`src/rtl/shift_reg_pkg.sv`:
```
// Shared mode encoding for the shift register bank.
// Imported by the bit slice and the top.
package shift_reg_pkg;

  typedef logic [1:0] mode_t;

  localparam mode_t MODE_HOLD = 2'b00;
  localparam mode_t MODE_LOAD = 2'b01;
  localparam mode_t MODE_SHR  = 2'b10;
  localparam mode_t MODE_SHL  = 2'b11;

endpackage

```
`src/rtl/shift_reg_bit.sv`:
```
// One bit slice: 4:1 next-state mux feeding a flop
// with synchronous active-high reset.
module shift_reg_bit
  import shift_reg_pkg::*;
(
  input  logic  CK,
  input  logic  R,
  input  logic  EN,
  input  mode_t M,
  input  logic  D,
  input  logic  L,
  input  logic  RN,
  input  logic  RB,
  output logic  Q
);

  logic q_q;
  logic q_d;

  // L is the higher neighbour (shift right), RN the lower (shift left)
  always_comb begin
    q_d = q_q;
    if (EN) begin
      case (M)
        MODE_HOLD: q_d = q_q;
        MODE_LOAD: q_d = D;
        MODE_SHR:  q_d = L;
        MODE_SHL:  q_d = RN;
        default:   q_d = 1'bx;
      endcase
    end
  end

  always_ff @(posedge CK) begin
    if (R) q_q <= RB;
    else   q_q <= q_d;
  end

  assign Q = q_q;

endmodule

```
`src/rtl/shift_reg_bank.sv`:
```
// Multi-mode shift register bank: hold/load/shift
// right/shift left, with saturating shift counter and DONE.
module shift_reg_bank
  import shift_reg_pkg::*;
#(
  parameter int               WIDTH   = 8,
  parameter logic [WIDTH-1:0] RST_VAL = '0,
  parameter int               CNT_W   = $clog2(WIDTH+1)
) (
  input  logic             CK,
  input  logic             R,
  input  logic             EN,
  input  mode_t            M,
  input  logic [WIDTH-1:0] D,
  input  logic             SI,
  output logic [WIDTH-1:0] Q,
  output logic [WIDTH-1:0] QN,
  output logic             SO,
  output logic [CNT_W-1:0] CNT,
  output logic             DONE
);

  localparam logic [CNT_W-1:0] CNT_MAX = CNT_W'(WIDTH);
  localparam logic [CNT_W-1:0] CNT_ONE = CNT_W'(1);

  logic [WIDTH-1:0] l_nb;
  logic [WIDTH-1:0] r_nb;
  logic [CNT_W-1:0] cnt_q, cnt_d;
  logic             done_q, done_d;

  // End slices take SI as their outer neighbour
  assign l_nb = {SI, Q[WIDTH-1:1]};
  assign r_nb = {Q[WIDTH-2:0], SI};

  for (genvar i = 0; i < WIDTH; i++) begin : g_bit
    shift_reg_bit u_bit (
      .CK (CK),
      .R  (R),
      .EN (EN),
      .M  (M),
      .D  (D[i]),
      .L  (l_nb[i]),
      .RN (r_nb[i]),
      .RB (RST_VAL[i]),
      .Q  (Q[i])
    );
  end

  always_comb begin
    cnt_d  = cnt_q;
    done_d = 1'b0;
    if (EN) begin
      case (M)
        MODE_LOAD: cnt_d = '0;
        MODE_SHR, MODE_SHL: begin
          if (cnt_q != CNT_MAX) begin
            cnt_d  = cnt_q + CNT_ONE;
            done_d = (cnt_q == CNT_MAX - CNT_ONE);
          end
        end
        default: cnt_d = cnt_q;
      endcase
    end
  end

  always_ff @(posedge CK) begin
    if (R) begin
      cnt_q  <= '0;
      done_q <= 1'b0;
    end else begin
      cnt_q  <= cnt_d;
      done_q <= done_d;
    end
  end

  assign QN   = ~Q;
  assign SO   = (M == MODE_SHR) ? Q[0] : Q[WIDTH-1];
  assign CNT  = cnt_q;
  assign DONE = done_q;

endmodule

```
`config.mk`:
```
export PLATFORM = sky130hd
export DESIGN_NAME = shift_reg_bank
export DESIGN_NICKNAME = d
export VERILOG_FILES = /design/src/rtl/shift_reg_pkg.sv /design/src/rtl/shift_reg_bit.sv /design/src/rtl/shift_reg_bank.sv
export SDC_FILE = /design/constraint.sdc
export NUM_CORES = 1
export LEC_CHECK = 0
export BUFFER_PORTS_ARGS = -buffer_cell sky130_fd_sc_hd__clkbuf_2
export CORE_ASPECT_RATIO = 1.1
export CORE_MARGIN = 4
export CORE_UTILIZATION = 40
export DETAILED_ROUTE_END_ITERATION = 8
export GPL_TIMING_DRIVEN = 0
export PLACE_DENSITY_LB_ADDON = 0.05
export SYNTH_ARGS = -nofsm -noshare
export SYNTH_HDL_FRONTEND = slang
export SYNTH_SLANG_ARGS = --single-unit
```
`constraint.sdc`:
```
create_clock -name CK -period 1.51 [get_ports CK]
set_input_delay 0 -clock CK [delete_from_list [all_inputs] [get_ports CK]]
set_output_delay 0 -clock CK [all_outputs]
set_load 0.005 [all_outputs]
```
After elaboration in Yosys (flattened, before gate mapping)

Cells that the tools add are included.

Bits in registers: 13
Bits in latches: 0
Bits in writable memories: 0
ROM bits: 0
Bits of input ports: 14
Logic and storage cells: 39
Memories: 0

Add/subtract/negate cells: 1
Multiply operators: 0
Divide/modulo/power cells: 0
Order comparisons: 0
Eq/ne operators: 6
Shifts and indexed selects: 0
Muxes and demuxes: 11
Bitwise logic cells: 5
Reduce and logical (&&, ||, !) cells: 6

Operators by type and width:

| kind                                          | count |
|---|---|
| case mux 1 bit (3 select lines)               | 8 |
| inverter 8 bit                                | 1 |
| case mux 4 bit (2 select lines)               | 1 |
| adder 4 x 1 -> 4 bit, second input constant   | 1 |
| == test 2 bit, second input constant          | 2 |
| == test 4 x 3 -> 1 bit, second input constant | 1 |
| two-way mux 4 bit                             | 1 |
| != test 4 bit, second input constant          | 1 |
| inverter 1 bit                                | 4 |
| OR reduction 4 bit                            | 1 |
| AND reduction 3 bit                           | 1 |
| == test 2 x 1 -> 1 bit, second input constant | 1 |
| zero test 2 bit                               | 1 |
| != test 2 bit, second input constant          | 1 |
| AND reduction 2 bit                           | 1 |
| nonzero test 2 bit                            | 1 |
| OR reduction 2 bit                            | 1 |
| two-way mux 1 bit                             | 1 |

Depth between registers and ports, before layout

Gate-level depths: netlist (run 1).

Word-level depth: 4
Gate-level depth with buffers: 5
Gate-level depth less buffers: 5

Modules after synthesis

A second synthesis (run 1) with hierarchy kept.

Cell total of the unflattened synthesis: 106
Area total of the unflattened synthesis: 962.2 um^2

By module, submodules not included:

| module         | times used | cells each | area an instance (um^2) | seq. area each (um^2) |
|---|---|---|---|---|
| shift_reg_bit  | 8          | 8          | 77.6                    | 30.0 |
| shift_reg_bank | 1          | 42         | 341.6                   | 100.1 |

Worst setup path after synthesis (run 1)

No wires, ideal clock.

Kind: register to register
Start point: register cnt_q[0] (netlist: CNT[0])
End point: register cnt_q[2] (netlist: CNT[2])
Setup time: 0.071 ns
Arrival time: 1.340 ns
Data required time: 1.439 ns
Setup slack: 0.099 ns
Cell stages (with the launch flop): 6
Cells stage by stage: dfxtp_1 > inv_1 > ha_1 > and4b_1 > or4_1 > a21oi_1

Word-level cells in the longest chain between the ends: 3
Elaborated cells between the ends (all ways): 6
Those cells by class: 1 x add/sub; 2 x eq/ne; 2 x mux; 1 x reduce/logical

RTL lines:

| element                                                                | line                                       | source |
|---|---|---|
| start: declaration                                                     | shift_reg_bank.sv:28                       | `logic [CNT_W-1:0] cnt_q, cnt_d;` |
| start signal: assignment                                               | shift_reg_bank.sv:71                       | `cnt_q <= cnt_d;` |
| adder 4 x 1 -> 4 bit or != test 4 bit (tied branches)                  | shift_reg_bank.sv:57, shift_reg_bank.sv:56 |  |
| two-way mux 4 bit or != test 2 bit (tied branches)                     | --                                         |  |
| case mux 4 bit (2 select lines) or AND reduction 3 bit (tied branches) | --                                         |  |

Several ways; a longest one is shown, not always the timed one. The select of a mux whose other input is x is not followed.
A chain may end at the register's enable or synchronous reset.

Worst setup path after layout (run 1)

Same ends and word-level chain as after synthesis.

==> results.toml, run 1 <==
[detailed_routing]
drcViolationCount = 0
drt_wl_total_um = 2010
num_vias = 833
drt_pass1_iterations = 4
ant_nets = 0
first_iter_violations = 10
wl_per_cell_um = 11.8
via_per_inst = 4.90

[timing]
slew_violations = 0
finalClockSkew_ns = 0.00153
min_period_ns = 1.42
max_slew_margin = 0.680
fmax_ghz = 0.702
setup_viol = 0
report.final.hold_viol_count = 0
fin_ws_ns = 0.0856
rsz0062_at_grt = "no"
period_share = 0.943
finalHoldWorstSlack_ns = 0.0496
tightest_slew_ns = 0.480

[placement]
place_area_sq_um = 992
dp_slack_ns = -0.0110
place.gp.congestion = 0.720
io_buffers = 35
place_hpwl_um = 1490
dpl.cell_count = 156

[floorplan]
die_w_um = 50.2
core_area_sq_um = 1820
die-area_sq_um = 2730
die_h_um = 54.4
top_level_ports = 36
start_util = 0.430
num_rows = 16

[hold_path]
hold_class = "primary input to flop"

[global_route]
antenna_found_initial = 0
grt_pass1_wl_um = 3420
grt_max_degree = 11
grt_pass1_vias = 802
grt_overflow = 0
grt.total_usage = 0.163

[finish]
drive_gt1_frac = 0.441
final_cell_area_sq_um = 1120
utilization = 0.617
antenna_cells = 0
fin_nets = 160
layoutNonFillerInstCount = 170
area_delta_synth_final_pct = 43.5

[critical_path]
worst-path-max-fanout = 5
end_kind = "flop"
cp.required_ns = 1.72
start_kind = "flop"
critPathKind = "flop to flop"
cp.arrival_ns = 1.63

[power]
p_per_area_nw_per_um2 = 717
p_leak_nw = 0.520
p_comb_frac = 0.257
seqPwrFrac = 0.473
vdd_drop_max_uv = 443
p_sw_frac = 0.277
power.switching_w = 0.000224
clkPwrFrac = 0.270
intPower_w = 0.000582

[logic_synthesis]
synth_area_per_cell_sq_um = 8.33
synth_area_sq_um = 783
synth.area.top_cells = "dfxtp_1 (33%), mux2_2 (10%), buf_4 (8.6%)"
yosys_warnings = 0
yosysUniqueCellTypes = 29
synth_nets = 110
synthCells = 94
synth-seq-cells = 13
seq_area_frac_synth = 0.332
synth_top_area_frac = 0.332
synth_area_leader_cell = "dfxtp_1"

[clock_tree]
h-tree-depth = 1
insertion_delay_ns = 0.27
cts_root_buf = "clkbuf_4"
clk_pin_slew_ns = 0.08
cts_tree = "yes"
clock_path_buffers = 2
cts_sinks = 13
numCtsBuffers = 3

[job]
drv_cap = 0

[status]
outcome = "complete, no violations"
-- cells by family after synthesis --
kind of cell,after synthesis,synth area share
muxes,7,0.101
and+or+nand+nor,30,0.217
DFF,13,0.332
AOI/OAI and AO/OA,20,0.160
adders and majority gates,2,0.0319
buffers and inverters,22,0.158
-- critical path: stages (launching register included) --
cell and delay, ns:
dfxtp_4 0.35, inv_1 0.04, ha_1 0.19, and4b_2 0.25, or4_1 0.40, a21oi_1 0.14
-- state kept, by name, indices dropped and copies added (netlist names) --
register,count
g_bit.u_bit.Q,8
CNT,4
DONE,1
-- path summary, 6_finish.rpt --
check / start / to / slack, ns / depth (start not counted)
hold / removal: EN / CNT[1] / 0.05 / 3
setup / recovery: CNT[0] / CNT[2] / 0.09 / 5
hold reg to reg: CNT[1] / CNT[1] / 0.51 / 2
setup reg to reg: CNT[0] / CNT[2] / 0.09 / 5
-- layout by cell type (no fill, tap or decap) --
master / netlist / routed
a2111oi_0: 1 / 1
a211oi_1: 1 / 1
a21oi_1: 3 / 3
a31oi_1: 1 / 1
and4b_2: 0 / 1
buf_4: 9 / 11
buf_6: 1 / 1
clkbuf_1: 1 / 2
clkbuf_2: 0 / 35
clkbuf_4: 0 / 3
dfxtp_1: 13 / 10
dfxtp_2: 0 / 1
dfxtp_4: 0 / 2
dlygate4sd3_1: 0 / 8
ha_1: 2 / 2
inv_1: 11 / 11
mux2_2: 7 / 7
nand2_1: 2 / 2
nand2_2: 1 / 1
nand3_1: 2 / 2
nand3b_1: 1 / 1
nand4b_1: 1 / 1
nand4bb_1: 1 / 1
nor2_1: 8 / 8
nor2b_1: 2 / 2
nor3_1: 7 / 7
nor4bb_1: 1 / 1
o21a_1: 1 / 1
o21ai_0: 4 / 4
o21ai_2: 1 / 1
o22ai_1: 7 / 7
o31ai_1: 1 / 1
or3_1: 1 / 1
or4_1: 2 / 2
-- stage by stage --
stage               setup TNS [ns]  total power (W)
finish                           0         0.000806
global route                     0         0.000865
CTS                              0         0.000817
detailed placement         -0.0110         0.000579
global placement                 0         0.000576
floorplan                        0         0.000498
-- area by class of cell --
class                           instances  area (sq um)
Buffer                                 11          82.6
Multi-Input combinational cell         59           400
Clock buffer                            4          26.3
Fill cell                             170           698
Timing Repair Buffer                   45           270
Sequential cell                        13           269
Tap cell                               27          33.8
Inverter                               11          41.3
-- power groups by stage --
stage               clock network, W  logic [W]  registers (W)
finish                      0.000218   0.000207       0.000381
CTS                         0.000228   0.000205       0.000385
detailed placement                 0   0.000187       0.000392
global placement                   0   0.000185       0.000391
floorplan                          0   0.000113       0.000386
global route                0.000248   0.000232       0.000385
-- cell usage after synthesis (all sizes together) --
cell,n
dfxtp,13
inv,11
buf,10
nor2,8
mux2,7
nor3,7
o22ai,7
o21ai,5
a21oi,3
nand2,3
ha,2
nand3,2
nor2b,2
or4,2
a2111oi,1
a211oi,1
a31oi,1
and4b,1
clkbuf,1
nand3b,1
nand4b,1
nand4bb,1
nor4bb,1
o21a,1
o31ai,1
or3,1
-- timing repair --
item / in CTS / in global routing
buffers inserted: 0 / 2
pin swaps: 0 / 2
endpoints found under the hold margin: 8 / 0
hold buffers: 8 / 0
resized for setup: 2 / 4
endpoints found under the setup margin: 1 / 3
-- per-layer routing --
| metal | vias to the layer above | wire, um | track usage |
|---|---|---|---|
| li1 | 426 | - | - |
| met1 | 387 | 837 | 0.179 |
| met2 | 18 | 1060 | 0.320 |
| met3 | 2 | 88 | 0.0245 |
| met4 | 0 | 20 | 0.0553 |
| met5 | - | 0 | 0 |
No activity file was read; power rests on OpenSTA's default activity.
==> run 2, diff against run 1 <==
- CTS_CLUSTER_SIZE: default -> 12
- REMOVE_ABC_BUFFERS: default -> 1
==> results.toml, run 2 (synthesis results as in run 1) <==
[placement]
io_buffers = 35
place_hpwl_um = 1360
dp_slack_ns = -0.00193
place.gp.congestion = 0.721

[floorplan]
die_h_um = 54.4
num_rows = 16
core_area_sq_um = 1820
start_util = 0.430
top_level_ports = 36
die_w_um = 50.2
die-area_sq_um = 2730

[clock_tree]
insertion_delay_ns = 0.26
cts_tree = "yes"
h-tree-depth = 1
cts_root_buf = "clkbuf_4"
cts_sinks = 13
clock_path_buffers = 2
clk_pin_slew_ns = 0.08
numCtsBuffers = 3

[detailed_routing]
num_vias = 784
ant_nets = 0
wl_per_cell_um = 11.8
drt_pass1_iterations = 4
first_iter_violations = 3
drt_wl_total_um = 1870
via_per_inst = 4.96
drcViolationCount = 0

[timing]
min_period_ns = 1.45
setup_viol = 0
finalClockSkew_ns = 0.00180
max_slew_margin = 0.769
rsz0062_at_grt = "no"
report.final.hold_viol_count = 0
period_share = 0.958
slew_violations = 0
tightest_slew_ns = 0.338
fmax_ghz = 0.692
fin_ws_ns = 0.0640
fin_tns_setup_ns = 0

[finish]
area_delta_synth_final_pct = 31.2
final_common_cell = "clkbuf_2"
drive_gt1_frac = 0.397
fin_nets = 148
seqCellArea_sq_um = 265
final_cell_mix = "clkbuf_2 (35), dfxtp_1 (11), inv_1 (11), nor2_1 (8)"
largest_reg_flops = 8
multi_input_area_sq_um = 400
antenna_cells = 0
fillers = 187

[power]
power.switching_w = 0.000208
p_comb_frac = 0.229
clkPwrFrac = 0.272
p_sw_frac = 0.271
intPower_w = 0.000558
p_per_area_nw_per_um2 = 745
vdd_drop_max_uv = 591
p_leak_nw = 0.460
seqPwrFrac = 0.500

[critical_path]
start_kind = "flop"
end_kind = "flop"
critPathKind = "flop to flop"
cp.required_ns = 1.71
r2r_slack_ns = 0.06
worst-path-max-fanout = 5
cp.arrival_ns = 1.65

[job]
drv_cap = 0

[hold_path]
hold_class = "primary input to flop"

[global_route]
grt_overflow = 0
gr-usage-met2 = 0.261
grt.total_usage = 0.153
grt_max_degree = 16
antenna_found_initial = 0
grt_use_met1 = 0.189
grt_pass1_vias = 727
use_met3 = 0.0300
grt_busiest_layer = "met2"
grt_pass1_wl_um = 3220

[status]
outcome = "complete, no violations"
==> run 2: area by class of cell <==
| cell class | count | share of cell area |
|---|---|---|
| Clock buffer | 4 | 0.0256 |
| Tap cell | 27 | 0.0329 |
| Inverter | 11 | 0.0402 |
| Sequential cell | 13 | 0.258 |
| Multi-Input combinational cell | 59 | 0.390 |
| Timing Repair Buffer | 44 | 0.253 |
==> run 2: worst max-delay path, stage by stage, from the launching register on <==
cell and delay, ns:
dfxtp_2 0.36, inv_1 0.05, ha_1 0.16, and4b_2 0.27, or4_1 0.40, a21oi_1 0.14
==> run 2: worst paths after layout <==
path,from,to,depth (start not counted)
max,CNT[1],CNT[2],5
min,EN,CNT[1],3
max reg2reg,CNT[1],CNT[2],5
min reg2reg,CNT[1],CNT[1],2
==> run 2: metal layers <==
metal | up-vias | routed length (um)
li1 | 403 | -
met1 | 360 | 796
met2 | 19 | 960
met3 | 2 | 105
met4 | 0 | 10
met5 | - | 0
==> run 2: power by group through the flow <==
stage          sequential, W  combinational, W  clock (W)
4_1_cts             0.000385          0.000172   0.000219
6_report            0.000382          0.000175   0.000208
3_3_place_gp        0.000392          0.000156          0
5_1_grt             0.000387          0.000198   0.000235
2_1_floorplan       0.000389         0.0000751          0
3_5_place_dp        0.000393          0.000157          0
==> run 2: timing repair <==
action                                 CTS  global route
endpoints found under the hold margin    7             0
hold buffers                             7             0
buffers inserted                         0             2
gates resized for setup                  1             3
setup endpoints to repair                2             2
==> run 2: per-stage QoR <==
| step | cell area [sq um] | instances | hold WS (ns) | util | total power [W] |
|---|---|---|---|---|---|
| floorplan | 701 | 83 | 0.0525 | - | 0.000464 |
| global placement | 910 | 145 | 0.269 | 0.499 | 0.000548 |
| detailed placement | 910 | 145 | 0.277 | 0.499 | 0.000550 |
| CTS | 1010 | 156 | 0.0630 | 0.553 | 0.000776 |
| global route | 1030 | 158 | 0.0828 | 0.564 | 0.000820 |
| finish | 1030 | 158 | 0.0658 | 0.564 | 0.000765 |
==> run 3, diff against run 2 <==
- BUFFER_PORTS_ARGS: -buffer_cell sky130_fd_sc_hd__clkbuf_2 -> -buffer_cell sky130_fd_sc_hd__buf_4
- HOLD_SLACK_MARGIN: default -> 0.05
==> results.toml, run 3 (synthesis results as in run 1) <==
[status]
outcome = "complete, no violations"

[global_route]
grt.total_usage = 0.165
grt_max_degree = 16
grt_pass1_wl_um = 3410
grt_pass1_vias = 773
grt_overflow = 0
antenna_found_initial = 0

[timing]
tightest_slew_ns = 0.345
period_share = 0.951
min_period_ns = 1.44
slew_violations = 0
fin_ws_ns = 0.0734
fmax_ghz = 0.696
fin_tns_setup_ns = 0
report.final.hold_viol_count = 0
setup_viol = 0
finalClockSkew_ns = 0.00517
max_slew_margin = 0.769
rsz0062_at_grt = "no"

[detailed_routing]
num_vias = 795
drt_wl_total_um = 2090
ant_nets = 0
via_per_inst = 5.06
first_iter_violations = 6
drcViolationCount = 0
wl_per_cell_um = 13.3
drt_pass1_iterations = 4

[finish]
final_common_cell = "buf_4"
utilization = 0.609
area_delta_synth_final_pct = 41.5
fin_nets = 147
layoutNonFillerInstCount = 157
antenna_cells = 0
drive_gt1_frac = 0.377
largest_reg_flops = 8
final_cell_mix = "buf_4 (35), dfxtp_1 (11), inv_1 (11), nor2_1 (8), dlygate4sd3_1 (8)"

[hold_path]
hold_class = "primary input to flop"
hp-start = "EN"

[critical_path]
cp-startpoint = "CNT[0]"
critPathKind = "flop to flop"
end_kind = "flop"
start_kind = "flop"
cp.arrival_ns = 1.65
rr_startpoint = "CNT[0]"
worst-path-max-fanout = 6
cp.required_ns = 1.73

[placement]
io_buffers = 35
place_hpwl_um = 1480
dp_slack_ns = -0.00347
place.gp.congestion = 0.704
dpl.cell_count = 145

[floorplan]
num_rows = 16
core_area_sq_um = 1820
start_util = 0.430
die_h_um = 54.4
top_level_ports = 36
die_w_um = 50.2
die-area_sq_um = 2730

[power]
vdd_drop_max_uv = 521
p_per_area_nw_per_um2 = 731
fin_total_pwr_w = 0.000811
p_leak_nw = 0.478

[clock_tree]
cts_sinks = 13
clock_path_buffers = 2
clk_pin_slew_ns = 0.09
insertion_delay_ns = 0.28
cts_setup_buffers = 0
cts_root_buf = "clkbuf_4"
h-tree-depth = 1
numCtsBuffers = 3
cts_tree = "yes"

[job]
drv_cap = 0
run 3: critical path, stage by stage, from the launching register on:
cell and delay [ns]:
dfxtp_4 0.37, inv_1 0.04, ha_1 0.17, and4b_1 0.24, or4_1 0.41, a21oi_1 0.14
run 3: path summary, 6_finish.rpt:
path / slack, ns / endpoint / cells past startpoint
setup / recovery: 0.07 / CNT[2] / 5
hold / removal: 0.05 / CNT[1] / 3
setup reg to reg: 0.07 / CNT[2] / 5
hold reg to reg: 0.52 / CNT[1] / 2
run 3: where the power goes:
group          internal (W)  switching, W
Combinational      0.000121     0.0000829
Clock              0.000102      0.000120
Sequential         0.000361     0.0000230
run 3: layer usage:
layer  wire (um)  global-route usage  vias to the layer above
met1         900               0.196                      372
met5           0                   0                        -
li1            -                   -                      400
met2        1080               0.293                       21
met4          18              0.0829                        0
met3          85              0.0245                        2
run 3: cell type report:
type | instances | area [sq um]
Multi-Input combinational cell | 59 | 399
Fill cell | 171 | 713
Inverter | 11 | 41.3
Tap cell | 27 | 33.8
Sequential cell | 13 | 265
Clock buffer | 4 | 26.3
Timing Repair Buffer | 43 | 343
run 3: metrics by stage:
stage	instance area (sq um)	hold slack, ns
2_1_floorplan	701	0.0525
6_report	1110	0.0511
3_5_place_dp	997	0.287
5_1_grt	1110	0.0516
3_3_place_gp	997	0.286
4_1_cts	1100	0.0505
run 3: timing repair:
action,CTS,global route
endpoints found under the setup margin,1,2
resized for setup,1,2
hold endpoints to repair,12,0
hold buffers,8,0
cloned,0,0
